[src/rtl/divisor_frequencia_param_if.sv]
// rtl/divisor_frequencia_param_if.sv - control/output bundle for the multi-channel frequency divider
interface divisor_frequencia_param_if #(
    parameter int WIDTH = 24,
    parameter int N_CH  = 2
);
    logic                    enable;
    logic                    sync_clear;
    logic [N_CH*WIDTH-1:0]   div_val;
    logic [N_CH-1:0]         tick;
    logic [N_CH-1:0]         wave;

    modport master (
        output enable,
        output sync_clear,
        output div_val,
        input  tick,
        input  wave
    );

    modport slave (
        input  enable,
        input  sync_clear,
        input  div_val,
        output tick,
        output wave
    );
endinterface

[src/rtl/divisor_frequencia_param.sv]
// rtl/divisor_frequencia_param.sv - N_CH independent synchronous dividers producing tick enables and square waves
module divisor_frequencia_param #(
    parameter int WIDTH = 24,
    parameter int N_CH  = 2
) (
    input  logic                         clk,
    input  logic                         reset,
    divisor_frequencia_param_if.slave    bus
);
    localparam logic [WIDTH-1:0] ONE = WIDTH'(1);

    logic [N_CH-1:0][WIDTH-1:0] cnt_q, cnt_d;
    logic [N_CH-1:0][WIDTH-1:0] div_act_q, div_act_d;
    logic [N_CH-1:0]            tick_q, tick_d;
    logic [N_CH-1:0]            wave_q, wave_d;

    logic [N_CH-1:0][WIDTH-1:0] div_in;
    logic [N_CH-1:0][WIDTH-1:0] d_eff;
    logic [N_CH-1:0]            wrap;

    for (genvar g = 0; g < N_CH; g++) begin : g_ch
        assign div_in[g] = bus.div_val[g*WIDTH +: WIDTH];
        // A programmed ratio of zero behaves as divide-by-one.
        assign d_eff[g]  = (div_act_q[g] == '0) ? ONE : div_act_q[g];
        // >= keeps the counter bounded if the active ratio ever shrinks below it.
        assign wrap[g]   = (cnt_q[g] >= (d_eff[g] - ONE));
    end

    always_comb begin
        cnt_d     = cnt_q;
        div_act_d = div_act_q;
        tick_d    = '0;
        wave_d    = wave_q;
        for (int ch = 0; ch < N_CH; ch++) begin
            if (bus.sync_clear) begin
                cnt_d[ch]  = '0;
                wave_d[ch] = 1'b0;
            end else if (bus.enable) begin
                if (wrap[ch]) begin
                    cnt_d[ch]     = '0;
                    tick_d[ch]    = 1'b1;
                    wave_d[ch]    = ~wave_q[ch];
                    div_act_d[ch] = div_in[ch];
                end else begin
                    cnt_d[ch] = cnt_q[ch] + ONE;
                end
            end
        end
    end

    // Reset reloads the active ratio so the first period already uses the programmed value.
    always_ff @(posedge clk) begin
        if (reset) begin
            cnt_q     <= '0;
            div_act_q <= div_in;
            tick_q    <= '0;
            wave_q    <= '0;
        end else begin
            cnt_q     <= cnt_d;
            div_act_q <= div_act_d;
            tick_q    <= tick_d;
            wave_q    <= wave_d;
        end
    end

    assign bus.tick = tick_q;
    assign bus.wave = wave_q;
endmodule
[src/flat_wrapper.sv]
// flat-port wrapper written by rule: the top's interface ports become plain ports
module divisor_frequencia_param_flat 
#(
    parameter int WIDTH = 24,
    parameter int N_CH  = 2
)
  (clk, reset, bus_enable, bus_sync_clear, bus_div_val, bus_tick, bus_wave);
  divisor_frequencia_param_if #(.WIDTH(WIDTH), .N_CH(N_CH)) bus_i ();
  input  logic clk;
  input  logic reset;
  input wire logic [$bits(bus_i.enable)-1:0] bus_enable;
  input wire logic [$bits(bus_i.sync_clear)-1:0] bus_sync_clear;
  input wire logic [$bits(bus_i.div_val)-1:0] bus_div_val;
  output wire logic [$bits(bus_i.tick)-1:0] bus_tick;
  output wire logic [$bits(bus_i.wave)-1:0] bus_wave;
  assign bus_i.enable = bus_enable;
  assign bus_i.sync_clear = bus_sync_clear;
  assign bus_i.div_val = bus_div_val;
  assign bus_tick = bus_i.tick;
  assign bus_wave = bus_i.wave;
  divisor_frequencia_param #(.WIDTH(WIDTH), .N_CH(N_CH)) u_core (.clk(clk), .reset(reset), .bus(bus_i));
endmodule
[config.mk]
export PLATFORM = sky130hd
export DESIGN_NAME = divisor_frequencia_param_flat
export DESIGN_NICKNAME = d
export VERILOG_FILES = /design/src/rtl/divisor_frequencia_param_if.sv /design/src/rtl/divisor_frequencia_param.sv /design/src/flat_wrapper.sv
export SDC_FILE = /design/constraint.sdc
export NUM_CORES = 1
export LEC_CHECK = 0
export CAP_MARGIN = 15
export CORE_UTILIZATION = 56
export CTS_CLUSTER_SIZE = 30
export DETAILED_ROUTE_END_ITERATION = 8
export DONT_BUFFER_PORTS = 1
export GPL_TIMING_DRIVEN = 1
export MAX_ROUTING_LAYER = met4
export PLACE_DENSITY_LB_ADDON = 0.05
export SLEW_MARGIN = 20
export SYNTH_ARGS = -nofsm -noshare
export SYNTH_HDL_FRONTEND = slang
export SYNTH_SLANG_ARGS = --single-unit
[constraint.sdc]
create_clock -name clk -period 10.35 [get_ports clk]
set_input_delay 2.07 -clock clk [delete_from_list [all_inputs] [get_ports clk]]
set_output_delay 2.07 -clock clk [all_outputs]
set_load 0.01 [all_outputs]
# Yosys cells after proc, flatten, opt, wreduce, memory -nomap -nowiden
# Cells that the tools add are included.
[totals] register_bits=100 output_inout_bits=4 elab_cells=41
[op_classes] addsub=4 n_lt_le_gt_ge=2 eq_ne=1 muxes=13 bitwise=3 reduce_logical=11
[ops] op="$mux 24" count=10
[ops] op="$add 24x1->24 const B" count=2
[ops] op="$ge 24x24->1" count=2
[ops] op="$logic_not 24->1" count=2
[ops] op="$mux 48" count=1
[ops] op="$sub 24x1->24 const B" count=2
[ops] op="$reduce_and 3->1" count=2
[ops] op="$reduce_bool 2->1" count=3
[ops] op="$reduce_and 2->1" count=2
[ops] op="$not 1->1" count=3
[ops] op="$reduce_or 3->1" count=1
[ops] op="$mux 1" count=2
[ops] op="$ne 2x2->1 const B" count=1
[ops] op="$reduce_or 2->1" count=1

# Depth between registers and ports, before layout
# Gate-level depths: netlist of the first run.
[logic_depth] depth_word=8 depth_mapped=20 ltp_nobuf=19

# Worst setup path before layout of the first run
# OpenSTA, ideal clock, no wires.
[synth_timing] path_kind="register -> register" start="reg u_core.div_act_q[41] (netlist bit)" end="reg u_core.div_act_q[24] (netlist bit) (enable)" arrival_ps=4967 setup_slack_ps=4972 path_stages_with_launch=19 path_buffers=0 period_less_slack_ps=5378 cell_sequence="edfxtp_1 -> or4_4 -> or4_4 -> nor4_1 -> and2b_1 -> nor2_1 -> ha_1 -> and3_1 -> nand2_1 -> or2_2 -> nor2_1 -> xnor2_1 -> ha_1 -> nand4_1 -> nor4_1 -> o2111ai_1 -> nand4_1 -> nand2_1 -> o21bai_1"
[synth_between] elab_chain_len=6
[synth_lines] item="start, declared" line="divisor_frequencia_param.sv:13" source="logic [N_CH-1:0][WIDTH-1:0] div_act_q, div_act_d;"
[synth_lines] item="start signal, assigned" line="divisor_frequencia_param.sv:55" source="div_act_q <= div_in;"
[synth_lines] item="start signal, assigned" line="divisor_frequencia_param.sv:60" source="div_act_q <= div_act_d;"
[synth_lines] item="$logic_not 24->1" line="divisor_frequencia_param.sv:24" source="assign d_eff[g] = (div_act_q[g] == '0) ? ONE : div_act_q[g];"
[synth_lines] item="$mux 24 (*)" line="divisor_frequencia_param.sv:24"
[synth_lines] item="$sub 24x1->24 (*)" line="divisor_frequencia_param.sv:26" source="assign wrap[g] = (cnt_q[g] >= (d_eff[g] - ONE));"
[synth_lines] item="$ge 24x24->1 (*)" line="divisor_frequencia_param.sv:26"
[synth_lines] item="$reduce_bool 2->1 (no line) (*)"
[synth_lines] item="$reduce_and 3->1 (no line) (*)"
# Every way passes the cells marked *; elsewhere a longest branch is shown, timed or not.
# A chain may end at the register's enable or synchronous reset.

# Worst setup path in the final report of the first run
[layout_timing] start="reg u_core.div_act_q[16] (netlist bit)" end="reg u_core.div_act_q[3] (netlist bit) (enable)"
# The elaborated chain is that of the path after synthesis.

==> results of run 1 <==
==> sequential cells by signal, indices dropped and copies added, names as in the netlist <==
name              flops
u_core.cnt_q         48
u_core.div_act_q     48
u_core.bus.tick       2
u_core.bus.wave       2
==> tightest hold or removal path, cell delays in order, from the launching register on <==
cell and delay (ns):
dfxtp_1 0.36, nand2_1 0.07, mux2i_1 0.05
==> final cells by class <==
| type | instances | area, sq um |
|---|---|---|
| multi-input combinational | 444 | 3100 |
| timing repair buffer | 2 | 15.0 |
| tap | 133 | 166 |
| clock buffer | 12 | 156 |
| antenna | 1 | 2.50 |
| inverter | 13 | 48.8 |
| sequential | 100 | 2480 |
| clock inverter | 4 | 46.3 |
| fill | 854 | 3750 |
==> path summary, 6_finish.rpt <==
path                                          end  slack [ns]  cells past startpoint                            start
setup / recovery    u_core.div_act_q[3]$_DFFE_PP_        4.19                     19   u_core.div_act_q[16]$_DFFE_PP_
hold / removal    u_core.bus.wave[0]$_SDFFE_PP0P_        0.52                      2  u_core.bus.wave[0]$_SDFFE_PP0P_
hold reg to reg   u_core.bus.wave[0]$_SDFFE_PP0P_        0.52                      2  u_core.bus.wave[0]$_SDFFE_PP0P_
setup reg to reg    u_core.div_act_q[3]$_DFFE_PP_        4.19                     19   u_core.div_act_q[16]$_DFFE_PP_
==> per-layer routing <==
metal  track usage [%]  routed length [um]
met5                 -                   0
met1              34.7                6100
met2              32.2                4670
met3              7.25                 435
met4              7.14                 148
==> logic make-up (layout without fill, tap and decap cells) <==
family / after synthesis / count (layout)
AO/OA/AOI/OAI: 58 / 58
XOR/XNOR: 80 / 80
adder cells (fa/ha/maj): 52 / 52
buffers and inverters: 21 / 31
flip-flops: 100 / 100
multiplexers: 2 / 2
other: 0 / 1
AND/OR/NAND/NOR: 252 / 252
==> layout by cell type, fill, tap and decap left out, types with 3 or more instances in the layout <==
| cell type | n |
|---|---|
| or3_1 | 6 |
| nand3_1 | 21 |
| nor2b_1 | 4 |
| xor2_1 | 39 |
| ha_1 | 52 |
| and4_1 | 4 |
| a21o_1 | 5 |
| xnor2_1 | 41 |
| and3_1 | 7 |
| a211oi_1 | 4 |
| nand3b_1 | 3 |
| dfxtp_1 | 52 |
| nor4_1 | 9 |
| nand2_1 | 49 |
| inv_1 | 12 |
| nand4_1 | 19 |
| edfxtp_1 | 48 |
| nor3_1 | 35 |
| o21ai_0 | 9 |
| a21oi_1 | 20 |
| or4_1 | 6 |
| nor2_1 | 65 |
| clkbuf_8 | 9 |
==> stage by stage <==
| stage | hold WS [ns] | instance area, sq um | instances | util (%) |
|---|---|---|---|---|
| floorplan | 0.487 | 5650 | 565 | - |
| global placement | 0.506 | 5810 | 692 | 59.4 |
| detailed placement | 0.511 | 5810 | 692 | 59.4 |
| CTS | 0.524 | 6010 | 708 | 61.5 |
| global route | 0.550 | 6020 | 709 | 61.6 |
| finish | 0.522 | 6020 | 709 | 61.6 |
==> power breakdown <==
group / switching (mW) / total, mW / internal, mW
Clock: 0.138 / 0.264 / 0.126
Combinational: 0.0273 / 0.0467 / 0.0194
Sequential: 0.0143 / 0.444 / 0.430
Total: 0.180 / 0.755 / 0.575
==> flow_summary.json, run 1 <==
{
  "outcome": "complete, no violations",
  "synth.most_common_cell": "nor2_1",
  "p_total_mw": 0.755,
  "synth-compound-area-share_pct": 7.04,
  "grt_first_pass_wirelength_um": 18300,
  "start_util_pct": 57.8,
  "setup_viol": 0,
  "synth-edff-count": 48,
  "grt_pass1_vias": 3743,
  "post-cts-setup-buffer-count": 0,
  "cts.sinks": 100,
  "setup_tns_ns": 0,
  "required_ns": 10.35,
  "finClkSkew_ns": 0.0207,
  "grt-ovfl-total": 0,
  "routedWlPerCell_um": 16.0,
  "max_slew_margin_pct": 34.2,
  "worst_path_max_delay_cell": "a21o_1",
  "cp.buffers_inverters": 1,
  "boundaryPins": 56,
  "synthAdderAreaFrac_pct": 11.5,
  "avgViaCountPerCell": 5.74,
  "cts_made_buffers": 9,
  "fmax_mhz": 162,
  "synth_xor_area_share_pct": 12.4,
  "yosysSeqAreaShare_pct": 43.9,
  "area_growth_pct": 6.58,
  "synth_top_family_by_area": "simple AND/OR/NAND/NOR gates",
  "tightest_slew_ns": 0.987,
  "hpwl_um": 8620,
  "root_buffer": "clkbuf_8",
  "powerDensity_nw_per_um2": 125,
  "avgSynthCellArea_sq_um": 10.0,
  "ys_async_sr_fraction_pct": 0,
  "routed_wl_um": 11400,
  "synthCells": 565,
  "die_w_um": 102,
  "cp_max_fo": 24,
  "num_vias": 4068,
  "peakVddDrop_uv": 125,
  "ys_ff_latch": 100,
  "fin_crit_sh_pct": 59.5,
  "fin_nets": 674,
  "max_stage_delay_ns": 0.81,
  "grt_max_degree": 27,
  "yosys.area_share.simple_pct": 23.3,
  "crit_path_start_kind": "flip-flop",
  "synth_area_sq_um": 5650,
  "path_clk_slew_ns": 0.09,
  "drv_slew": 0,
  "cts_resized": 0,
  "antenna_found_initial": 1,
  "ys_warn_count": 0,
  "drive_gt1_share_pct": 6.09,
  "die_area_sq_um": 10500,
  "cellLeakagePower_nw": 2.11,
  "crit_path_end_kind": "flip-flop",
  "routabilityCongestion": 0.830,
  "clk_latency_ns": 0.39,
  "hold_viol": 0,
  "drv_cap": 0,
  "fp-row-count": 36,
  "synth.net_count": 669,
  "ys_top_cells_by_area": "edfxtp_1, dfxtp_1, ha_1, xnor2_1, xor2_1",
  "drt_iter0_markers": 169,
  "ant_nets": 0,
  "core_area_sq_um": 9770,
  "cts_hold_buffers": 0,
  "critical_path.top_delay_family": "simple AND/OR/NAND/NOR gates",
  "htreeDepth": 3,
  "grtUsageTotal_pct": 24.1,
  "hp-class": "flip-flop to flip-flop",
  "rsz0062_at_grt": "false",
  "fin_ws_ns": 4.19,
  "critPathArrivalTime_ns": 6.16,
  "cts_tree": "done",
  "drc_errors": 0,
  "yosysTopAreaCellShare_pct": 25.5,
  "synth_commonest_cells": "nor2_1, dfxtp_1, ha_1",
  "clk_path_buf_depth": 2,
  "synth_ff_type": "dfxtp_1",
  "drt_first_pass_iters": 4,
  "place_ws_ns": 4.29,
  "synth_top_area_cell": "edfxtp_1",
  "synthMuxAreaShare_pct": 0.354,
  "period_needed_ns": 6.16,
  "io_buffers": 0,
  "path_class": "flip-flop to flip-flop",
  "ys_types": 59,
  "die_y_um": 102,
  "worstPathCellList": "nor4_1, or4b_4, nor2_2, nand4_2, nor2b_1, ha_1, or4b_1, nor4_1, nand2_1, nor2_1, and4bb_2, xnor2_1, ha_1, nand4_1, or2_1, o41a_1, a31oi_2, buf_4, a21o_1"
}
Power figures use the tool's default switching activity.
==> inputs of run 2 (changes only) <==
clock period = 6.3 ns   (was 10.35 ns; I/O delays follow)
==> run 2 against run 1 <==
Effect of this change: routed wire length is 3.2% lower; largest cell class unchanged; critical path depth stayed put; combinational power up 65%; critical path type unchanged; register-to-register slack lost 3.4 ns.
==> flow_summary.json, run 2 (synthesis results as in run 1) <==
{
  "outcome": "complete, no violations",
  "clk_path_buf_depth": 2,
  "grt_first_pass_wirelength_um": 17800,
  "switchingPower_mw": 0.282,
  "period_needed_ns": 5.47,
  "die_area_sq_um": 10500,
  "die_y_um": 102,
  "cts_resized": 0,
  "required_ns": 6.35,
  "routedWlPerCell_um": 15.5,
  "core_area_sq_um": 9770,
  "worst_path_max_delay_cell": "nor4_1",
  "reg2reg_from": "u_core.div_act_q[16]$_DFFE_PP_",
  "num_vias": 4050,
  "setup_viol": 0,
  "whs_path_depth": 2,
  "hold_path_end": "u_core.bus.wave[0]$_SDFFE_PP0P_",
  "start_util_pct": 57.8,
  "reg_top3": "u_core.cnt_q x48, u_core.div_act_q x48",
  "pwr-share-clk_pct": 32.9,
  "crit_path_end_kind": "flip-flop",
  "hold_viol": 0,
  "diodes": 0,
  "path_class": "flip-flop to flip-flop",
  "cellLeakagePower_nw": 2.10,
  "routabilityCongestion": 0.872,
  "fillCellCount": 818,
  "root_buffer": "clkbuf_8",
  "worst_r2r_endpoint": "u_core.div_act_q[3]$_DFFE_PP_",
  "grtUsageTotal_pct": 23.2,
  "hpwl_um": 8600,
  "cts.sinks": 100,
  "boundaryPins": 56,
  "drv_slew": 0,
  "r2r_slack_ns": 0.83,
  "ant_nets": 0,
  "p_seq_share_pct": 60.7,
  "drt_iter0_markers": 147,
  "cp_max_fo": 24,
  "hp-class": "flip-flop to flip-flop",
  "cts_made_buffers": 9,
  "drc_errors": 0,
  "clk_latency_ns": 0.38,
  "grt_max_degree": 25,
  "drive_gt1_share_pct": 6.24,
  "post-cts-setup-buffer-count": 0,
  "area_growth_pct": 6.36,
  "combPwrFrac_pct": 6.4,
  "io_buffers": 0,
  "drt_first_pass_iters": 4,
  "grt_pass1_vias": 3571,
  "antenna_found_initial": 0,
  "powerDensity_nw_per_um2": 200,
  "fin_crit_sh_pct": 86.8,
  "worstPathCellList": "nor4_1, or4b_4, nor2_2, nand4_2, nor2b_1, ha_1, or4b_1, nor4_1, nand2_1, nor2_1, and4bb_2, xnor2_1, ha_1, nand4_1, or2_1, o41a_1, a31oi_2, a21o_1, buf_4",
  "cts_tree": "done",
  "mostFrequentLayoutCell": "nor2_1",
  "avgViaCountPerCell": 5.70,
  "rsz0062_at_grt": "false",
  "fin_nets": 676,
  "die_w_um": 102,
  "setup_tns_ns": 0,
  "max_slew_margin_pct": 43.8,
  "holdCritStartpoint": "u_core.bus.wave[0]$_SDFFE_PP0P_",
  "finClkSkew_ns": 0.0138,
  "final_cell_mix": "nor2_1, ha_1, dfxtp_1, nand2_1, edfxtp_1",
  "fp-row-count": 36,
  "netSwitchingFraction_pct": 23.5,
  "max_stage_delay_ns": 0.65,
  "fmax_mhz": 183,
  "cts_hold_buffers": 0,
  "p_total_mw": 1.20,
  "r2r_cells": 19,
  "routed_wl_um": 11000,
  "path_clk_slew_ns": 0.09,
  "drv_cap": 0,
  "peakVddDrop_uv": 228,
  "grt-ovfl-total": 0,
  "tightest_slew_ns": 0.836,
  "crit_path_start_kind": "flip-flop",
  "critPathArrivalTime_ns": 5.52,
  "internal-power_mw": 0.920,
  "htreeDepth": 3
}
-- run 2: worst max path at each step --
stage / start / endpoint / cells after the start
floorplan: u_core.div_act_q[41]$_DFFE_PP_ / u_core.div_act_q[24]$_DFFE_PP_ / 18
global placement: u_core.div_act_q[16]$_DFFE_PP_ / u_core.div_act_q[1]$_DFFE_PP_ / 19
detailed placement: u_core.div_act_q[16]$_DFFE_PP_ / u_core.div_act_q[1]$_DFFE_PP_ / 19
CTS: u_core.div_act_q[16]$_DFFE_PP_ / u_core.div_act_q[1]$_DFFE_PP_ / 19
global route: u_core.div_act_q[16]$_DFFE_PP_ / u_core.div_act_q[2]$_DFFE_PP_ / 19
finish: u_core.div_act_q[16]$_DFFE_PP_ / u_core.div_act_q[3]$_DFFE_PP_ / 19
-- run 2: layer usage --
| layer | global-route usage, % | wire length (um) | up-vias |
|---|---|---|---|
| li1 | - | - | 2079 |
| met1 | 34.4 | 5950 | 1886 |
| met2 | 31.2 | 4480 | 79 |
| met3 | 5.54 | 490 | 6 |
| met4 | 6.04 | 67 | 0 |
| met5 | - | 0 | - |
-- run 2: per-stage QoR --
step / setup slack (ns) / utilization (%) / std cells / hold slack, ns / instance area [sq um]
after global placement: 1.11 / 59.6 / 694 / 0.497 / 5820
after floorplan: 0.922 / - / 565 / 0.487 / 5650
after global routing: 0.497 / 61.5 / 710 / 0.546 / 6010
after detailed placement: 0.926 / 59.6 / 694 / 0.511 / 5820
final: 0.832 / 61.5 / 710 / 0.516 / 6010
after CTS: 0.871 / 61.5 / 710 / 0.523 / 6010
-- run 2: layout make-up --
type	instances	area [sq um]	share of cell area [%]
inverter	13	48.8	0.812
clock buffer	11	131	2.19
timing repair buffer	4	30.0	0.500
clock inverter	5	53.8	0.895
tap	133	166	2.77
sequential	100	2480	41.3
multi-input combinational	444	3100	51.5
-- run 2: worst max-delay path, delay by kind of cell (launching register included) --
family / cells / cell delay [ns]
XOR/XNOR: 1 / 0.12
AND/OR/NAND/NOR: 12 / 2.96
AO/OA/AOI/OAI: 3 / 0.80
flip-flops: 1 / 0.45
adder cells (fa/ha/maj): 2 / 0.51
buffers and inverters: 1 / 0.29
-- run 2: power groups by stage --
stage / Clock (mW) / Combinational, mW / Sequential, mW
floorplan: 0 / 0.0598 / 0.738
global placement: 0 / 0.0750 / 0.744
detailed placement: 0 / 0.0767 / 0.744
CTS: 0.411 / 0.0772 / 0.729
global route: 0.429 / 0.0868 / 0.733
finish: 0.396 / 0.0771 / 0.730
